<file path="src/rtl/cpu_parameters.sv">
// cpu_parameters: shared core widths and writeback enums
package cpu_parameters;
    localparam int XLEN = 32;
    typedef enum logic {RUN, TRAP} wb_state_e;
    typedef enum logic {SRC_ALU, SRC_MEM} wb_src_e;
endpackage

</file>
<file path="src/rtl/intirvx_wb_arb.sv">
// intirvx_wb_arb: two-input round-robin grant between ALU and memory results
module intirvx_wb_arb
    import cpu_parameters::*;
(
    input  logic    alu_valid_i,
    input  logic    mem_valid_i,
    input  wb_src_e last_grant_i,
    output wb_src_e grant_o
);
    // on a tie favour whichever source was not served last
    always_comb begin
        grant_o = (alu_valid_i && mem_valid_i) ? ((last_grant_i == SRC_ALU) ? SRC_MEM : SRC_ALU)
                                               : (mem_valid_i ? SRC_MEM : SRC_ALU);
    end
endmodule

</file>
<file path="src/rtl/intirvx_wb.sv">
// intirvx_wb: writeback stage merging ALU/memory results into the register file with trap handling
module intirvx_wb
    import cpu_parameters::*;
#(
    parameter int RET_W = 64
) (
    input  logic             clk,
    input  logic             rst_n,
    input  logic [XLEN-1:0]  alu_res,
    input  logic [4:0]       alu_rd,
    input  logic             alu_valid,
    output logic             alu_ready,
    input  logic [XLEN-1:0]  mem_res,
    input  logic             mem_exception,
    input  logic [4:0]       mem_rd,
    input  logic             mem_valid,
    output logic             mem_ready,
    output logic             rf_we,
    output logic [4:0]       rf_waddr,
    output logic [XLEN-1:0]  rf_wdata,
    output logic             sb_clear,
    output logic [4:0]       sb_clear_rd,
    output logic             trap_valid,
    output logic [4:0]       trap_rd,
    input  logic             trap_ack,
    output logic             flush,
    output logic [RET_W-1:0] minstret
);
    wb_state_e        state_q, state_d;
    wb_src_e          last_grant_q, last_grant_d, grant;
    logic             rf_we_q, rf_we_d, sb_clear_q, sb_clear_d, flush_q, flush_d;
    logic [4:0]       rf_waddr_q, rf_waddr_d, sb_clear_rd_q, sb_clear_rd_d, trap_rd_q, trap_rd_d;
    logic [XLEN-1:0]  rf_wdata_q, rf_wdata_d;
    logic [RET_W-1:0] minstret_q, minstret_d;
    logic             hs, exc, run;
    logic [4:0]       rd;
    logic [XLEN-1:0]  res;

    intirvx_wb_arb u_arb (
        .alu_valid_i  (alu_valid),
        .mem_valid_i  (mem_valid),
        .last_grant_i (last_grant_q),
        .grant_o      (grant)
    );

    // handshake decode, FSM next state and registered-output next values
    always_comb begin
        run           = state_q == RUN;
        alu_ready     = run && grant == SRC_ALU;
        mem_ready     = run && grant == SRC_MEM;
        hs            = (alu_valid && alu_ready) || (mem_valid && mem_ready);
        exc           = mem_valid && mem_ready && mem_exception;
        rd            = (grant == SRC_MEM) ? mem_rd : alu_rd;
        res           = (grant == SRC_MEM) ? mem_res : alu_res;
        state_d       = exc ? TRAP : ((!run && trap_ack) ? RUN : state_q);
        last_grant_d  = hs ? grant : last_grant_q;
        rf_we_d       = hs && !exc && rd != 5'd0;
        rf_waddr_d    = hs ? rd : rf_waddr_q;
        rf_wdata_d    = hs ? res : rf_wdata_q;
        sb_clear_d    = hs && rd != 5'd0;
        sb_clear_rd_d = hs ? rd : sb_clear_rd_q;
        flush_d       = exc;
        trap_rd_d     = exc ? mem_rd : trap_rd_q;
        minstret_d    = minstret_q + RET_W'(hs && !exc);
    end

    // state and output registers, cleared asynchronously
    always_ff @(posedge clk or negedge rst_n) begin
        if (!rst_n) begin
            state_q       <= RUN;
            last_grant_q  <= SRC_ALU;
            rf_we_q       <= 1'b0;
            rf_waddr_q    <= '0;
            rf_wdata_q    <= '0;
            sb_clear_q    <= 1'b0;
            sb_clear_rd_q <= '0;
            flush_q       <= 1'b0;
            trap_rd_q     <= '0;
            minstret_q    <= '0;
        end else begin
            state_q       <= state_d;
            last_grant_q  <= last_grant_d;
            rf_we_q       <= rf_we_d;
            rf_waddr_q    <= rf_waddr_d;
            rf_wdata_q    <= rf_wdata_d;
            sb_clear_q    <= sb_clear_d;
            sb_clear_rd_q <= sb_clear_rd_d;
            flush_q       <= flush_d;
            trap_rd_q     <= trap_rd_d;
            minstret_q    <= minstret_d;
        end
    end

    assign rf_we       = rf_we_q;
    assign rf_waddr    = rf_waddr_q;
    assign rf_wdata    = rf_wdata_q;
    assign sb_clear    = sb_clear_q;
    assign sb_clear_rd = sb_clear_rd_q;
    assign flush       = flush_q;
    assign trap_rd     = trap_rd_q;
    assign trap_valid  = state_q == TRAP;
    assign minstret    = minstret_q;
endmodule

</file>
<file path="config.mk">
export PLATFORM = sky130hd
export DESIGN_NAME = intirvx_wb
export DESIGN_NICKNAME = d
export VERILOG_FILES = /design/src/rtl/cpu_parameters.sv /design/src/rtl/intirvx_wb_arb.sv /design/src/rtl/intirvx_wb.sv
export SDC_FILE = /design/constraint.sdc
export NUM_CORES = 1
export LEC_CHECK = 0
export CAP_MARGIN = 10
export CORE_MARGIN = 3
export CORE_UTILIZATION = 49
export CTS_BUF_LIST = sky130_fd_sc_hd__clkbuf_8
export DETAILED_ROUTE_END_ITERATION = 6
export GPL_TIMING_DRIVEN = 0
export PLACE_DENSITY = 0.95
export SYNTH_ARGS = -nofsm -noshare
export SYNTH_HDL_FRONTEND = slang
export SYNTH_HIERARCHICAL = 1
export SYNTH_SLANG_ARGS = --single-unit
</file>
<file path="constraint.sdc">
create_clock -name clk -period 4.4 [get_ports clk]
set_input_delay 1.1 -clock clk [delete_from_list [all_inputs] [get_ports clk]]
set_output_delay 1.1 -clock clk [all_outputs]
set_load 0.02 [all_outputs]
</file>
# ---- After elaboration in Yosys (flattened, before gate mapping)
# Cells that the tools add are included.
# W data, S select, Z words.
dict set report totals {
  ff_bits 111
  in_bits 80
  output_inout_bits 117
  wordCells 33
}
dict set report classes {
  n_addsub 1
  muxes 7
  bitwise 2
  reduce_logical 14
}
# cell count
set ops {}
lappend ops {{$add A64 B1 Y64} 1}
lappend ops {{$mux W32} 1}
lappend ops {{$logic_and A1 B1 Y1} 10}
lappend ops {{$mux W1} 5}
lappend ops {{$mux W5} 1}
lappend ops {{$reduce_bool A5 Y1} 1}
lappend ops {{$not A1 Y1} 2}
lappend ops {{$reduce_bool A2 Y1} 1}
lappend ops {{$logic_not A1 Y1} 1}
lappend ops {{$logic_or A1 B1 Y1} 1}

# ---- Longest topological paths before layout
dict set report depth {
  word_depth 8
  ltp_mapped 13
  ltp_nobuf 11
}

# ---- By module
# The synthesis kept the hierarchy.
# mod instances cells_per_inst area_per_inst_um2 seq_area_each_um2
set by_module_without_submodules {}
lappend by_module_without_submodules {intirvx_wb 1 494 5143.7 2777.7}
lappend by_module_without_submodules {intirvx_wb_arb 1 1 11.3 0.0}

# ---- Worst setup path before layout
# Ideal clock, no wire load.
dict set report synth_path {
  kind {input-to-reg}
  from {input port mem_valid}
  to {register minstret_q[60] (netlist: minstret[60])}
  arrival_time_ns 3.630
  t_required_ns 4.270
  path_slack_ns 0.639
  cell_stages 12
  path_buffers 1
  path_cell_list {a21boi_2 -> clkbuf_1 -> nand2_1 -> o21a_1 -> nor2_1 -> ha_1 -> ha_1 -> nand3_1 -> nor4_1 -> nand4_1 -> or4_1 -> xnor2_1}
}
dict set report synth_between {
  elab_chain_len 8
}
# element line_no
set synth_rtl {}
lappend synth_rtl {{from (decl)} intirvx_wb.sv:16} ;# input logic mem_valid,
lappend synth_rtl {{$mux W1 or $logic_and A1 B1 Y1 (tied branches)} {intirvx_wb_arb.sv:13, intirvx_wb_arb.sv:12}}
lappend synth_rtl {{$mux W1} intirvx_wb_arb.sv:12} ;# grant_o = (alu_valid_i && mem_valid_i) ? ((last_grant_i == SRC_ALU) ? SRC_MEM : SRC_ALU)
lappend synth_rtl {{$logic_and A1 B1 Y1 or $not A1 Y1 (tied branches)} {intirvx_wb.sv:50, intirvx_wb.sv:49}}
lappend synth_rtl {{$logic_and A1 B1 Y1, on equally long branches} {intirvx_wb.sv:51, intirvx_wb.sv:52, intirvx_wb.sv:49}}
lappend synth_rtl {{$logic_and A1 B1 Y1, on equally long branches} {intirvx_wb.sv:52, intirvx_wb.sv:51}}
lappend synth_rtl {{$logic_not A1 Y1 or $logic_or A1 B1 Y1 (tied branches)} {intirvx_wb.sv:64, intirvx_wb.sv:51}}
lappend synth_rtl {{$logic_and A1 B1 Y1 *} intirvx_wb.sv:64} ;# minstret_d = minstret_q + RET_W'(hs && !exc);
lappend synth_rtl {{$add A64 B1 Y64 *} intirvx_wb.sv:64}
lappend synth_rtl {{via minstret_d[60]} intirvx_wb.sv:34} ;# logic [RET_W-1:0] minstret_q, minstret_d;
lappend synth_rtl {{to (signal assigned)} intirvx_wb.sv:90} ;# minstret_q <= minstret_d;
lappend synth_rtl {{to (decl)} intirvx_wb.sv:34}
# The timed path passes the listed nets; every way through them passes the cells marked *.
# A chain may end at the register's enable or synchronous reset.

# ---- Final worst setup path
dict set report layout_path {
  from {input port mem_valid}
  to {output port mem_ready}
}
dict set report layout_between {
  elab_chain_len 3
}
# element line_no
set layout_rtl {}
lappend layout_rtl {{$mux W1 or $logic_and A1 B1 Y1 (tied branches)} {intirvx_wb_arb.sv:13, intirvx_wb_arb.sv:12}}
lappend layout_rtl {{$mux W1 *} intirvx_wb_arb.sv:12}
lappend layout_rtl {{via grant} intirvx_wb.sv:30} ;# wb_src_e last_grant_q, last_grant_d, grant;
lappend layout_rtl {{$logic_and A1 B1 Y1 *} intirvx_wb.sv:50} ;# mem_ready = run && grant == SRC_MEM;
lappend layout_rtl {{to (decl)} intirvx_wb.sv:17} ;# output logic mem_ready,
# Marked as above.

==> summary.txt <==
Status
  • Status: completed

Timing
  • Slew Limit Fails: 0
  • Worst Tran Pin Value: 833.9 ps
  • Setup TNS after final layout: 0 ps
  • Worst setup margin: 199.4 ps
  • RSZ-0062 raised after global routing: false
  • Fmax: 238.1 MHz
  • Worst clock skew: 12.61 ps
  • Hold Fails Final Rpt: 0
  • Final min period: 4201 ps
  • Final setup vio count: 0
  • Slew margin rel.: 44.41%
  • Period utilization: 95.47%

Synthesis
  • Synth Area in XOR/XNOR: 10.53%
  • Main combinational cell family by area after synthesis: simple AND/OR/NAND/NOR gates
  • Avg Inst Size Synth: 10.41 sq um
  • Sequential share of the synthesized area: 53.88%
  • Synth area leader: dfrtp_1
  • Mux cell area share after synthesis: 7.184%
  • Syn Nets: 577
  • Synth Cell Area: 5155 sq um
  • Post-synthesis simple-gate area fraction: 20.61%
  • Post-synthesis compound-gate area fraction: 4.466%
  • Synth top area share: 53.88%
  • Synth area leaders: dfrtp_1, mux2i_1, xnor2_1
  • Synth cell types: 34
  • Adder-cell share of the synthesized area: 0.4854%
  • Synthesized instance count: 495
  • Warnings from Yosys: 6
  • FF+latch count, synth: 111

Worst setup path
  • Crit Path Class: input pin to output port
  • Nature of the critical path endpoint: output port
  • Slowest-stage cell, CP: clkdlybuf4s50_1
  • Crit path max fanout: 10
  • Crit start category: input pin
  • Crit path DAT: 3100 ps
  • Most used cell, CP: clkdlybuf4s50_1
  • Crit-path cells: clkdlybuf4s50_1 > a21boi_4 > buf_4 > clkbuf_2 > nor2b_1 > clkdlybuf4s50_1
  • CP peak stage delay: 610 ps
  • Critical Path RT: 3300 ps

Floorplan
  • Core Area: 10000 sq um
  • Initial Util: 51.55%
  • Num rows: 36
  • DIE HEIGHT: 108.6 um
  • Chip Width: 108.6 um
  • IO Count: 197
  • Die Area: 11790 sq um

Clocking
  • CTS tree: built
  • Htree depth: 3
  • Clock sinks: 111
  • Skew-Pair Late Insertion Delay: 370 ps
  • Reg clk slew, reported paths: 110 ps
  • CTS Buf Count: 9
  • Clock buffer depth: 2
  • Clock tree root driver cell: clkbuf_8

Power
  • Seq pwr share: 45.7%
  • Int Pwr: 1833 uW
  • Lkg Pwr: 0.003299 uW
  • Net Switching: 890.7 uW
  • Maximum vdd drop: 0.0003825 V
  • Clock share of power: 23.9%
  • Tot Pwr: 2724 uW
  • Logic pwr share: 30.4%
  • PD cells: 359.3 nW/um^2
  • Switching Fraction: 32.70%

Routing
  • Via-to-Cell Ratio: 5.558
  • Routed WL: 15.76 mm
  • Routed length per instance: 18.68 um
  • Initial DRT Pass Iterations: 5
  • DRC: 0
  • Vias: 4691
  • Post-route ant nets: 0
  • Initial drt markers: 260

Cells and area
  • Commonest non-fill, non-tap cell in the layout: clkdlybuf4s50_1
  • Layout Cells excl Fill: 844
  • Final Util: 75.81%
  • Area growth syn-to-layout: 47.06%
  • N_diodes: 0
  • Most frequent cells in the layout: clkdlybuf4s50_1, dfrtp_1, nor2_1, nand2_1, a21oi_1
  • Final-layout fill cell count: 672
  • Nets: 788
  • Share of cells above drive strength 1: 5.907%

Placement
  • PortBufs: 196
  • Placer Congestion: 0.8682
  • Dpl cells: 825
  • Dpl ws: -832.3 ps
  • Final HPWL DP: 12.23 mm

Run
  • Max cap viols: 0

Global route
  • GRT Overall Usage: 27.59%
  • Total gr overflow: 0
  • Initial antenna violation count: 0
  • Largest net degree at the start of global routing: 60
  • Vias in the first global route: 4887
  • Global-route wire length before repair: 25.03 mm

Worst hold path
  • Worst hold-check path type: flip-flop to flip-flop
==> cell usage after synthesis <==
cell type  instances
nand4_1           16
or3_1              2
nand2_1           45
inv_1             12
and3_1             6
a21oi_1           40
xor2_1            26
a31oi_1            1
nor3_2             5
mux2i_1           37
nor4_2             1
clkbuf_1          10
nand4_2            2
ha_1               2
buf_6              1
nor3_1            13
nor2_1            62
nor4_1             9
buf_1              4
xnor2_1           36
a21boi_2           1
or4_1              7
nor4_4             2
and2_1             4
or4b_1             1
nor2b_1            1
buf_4              5
and4_1             2
nand3_1           27
or2_2              1
nand2b_1           1
dfrtp_1          111
o21a_1             1
o21ai_0            1
==> state kept, by name (all words and copies together) (netlist names) <==
name          cells
trap_valid        1
flush             1
trap_rd           5
sb_clear          1
rf_we             1
rf_wdata         32
rf_waddr          5
last_grant_q      1
minstret         64
==> layer usage <==
metal	wire, um	part of all wire, %	vias to the layer above	global-route usage, %
met2	8331	53	216	46.69
li1	-	-	2123	-
met5	0	0	-	0
met4	649	4.1	0	12.71
met3	984	6.2	48	5.612
met1	5797	37	2304	33.96
==> cells by family (layout without fill, tap and decap cells) <==
group,after synthesis,after routing
AOI/OAI and AO/OA,44,44
DFF,111,111
adders and majority gates,2,2
buffers and inverters,32,248
and+or+nand+nor,207,207
muxes,37,37
xor gates and xnor gates,62,62
==> critical path, delay by kind of cell <==
kind,cells,cell delay [ps]
buffers and inverters,4,1580
AND/OR/NAND/NOR,1,170
AO/OA/AOI/OAI,1,240
==> power groups by stage <==
stage | sequential [uW] | combinational [uW] | clock, uW
2_1_floorplan | 1400 | 212 | 0
4_1_cts | 1240 | 828 | 663
3_5_place_dp | 1260 | 823 | 0
3_3_place_gp | 1250 | 792 | 0
5_1_grt | 1260 | 874 | 702
6_report | 1250 | 827 | 651
==> per-stage QoR <==
stage / area [sq um] / hold WS [ps]
global placement: 7283 / 460.5
finish: 7581 / 484.3
detailed placement: 7308 / 470.9
global route: 7581 / 500.1
floorplan: 5155 / 519.0
CTS: 7557 / 490.1
==> area by class of cell <==
cell class | count | area [sq um] | share of cell area (%)
clock inverter | 6 | 76.32 | 1.007
tap | 133 | 166.4 | 2.195
clock buffer | 10 | 137.6 | 1.815
sequential | 111 | 2778 | 36.64
buffer | 19 | 98.84 | 1.304
timing repair buffer | 201 | 2017 | 26.60
multi-input combinational | 352 | 2262 | 29.84
inverter | 12 | 45.04 | 0.5942
==> final timing paths <==
| kind | slack [ps] | to | cells past startpoint | start |
|---|---|---|---|---|
| min in group asynchronous | 760 | rf_waddr[1] | 1 | rst_n |
| max in group asynchronous | 2890 | minstret[20] | 2 | rst_n |
| max | 200 | mem_ready | 6 | mem_valid |
| min reg2reg | 480 | minstret[63] | 1 | minstret[63] |
| max reg2reg | 1080 | minstret[39] | 12 | last_grant_q |
| min | 480 | minstret[63] | 1 | minstret[63] |
==> timing repair <==
| item | in CTS | in global routing |
|---|---|---|
| endpoints found under the setup margin | 31 | 27 |
| gates cloned | 0 | 0 |
| resized for setup | 3 | 2 |
| hold buffers | 0 | 0 |
| pin swaps | 2 | 0 |
| setup buffers | 3 | 1 |
(Power assumes the default switching activity.)
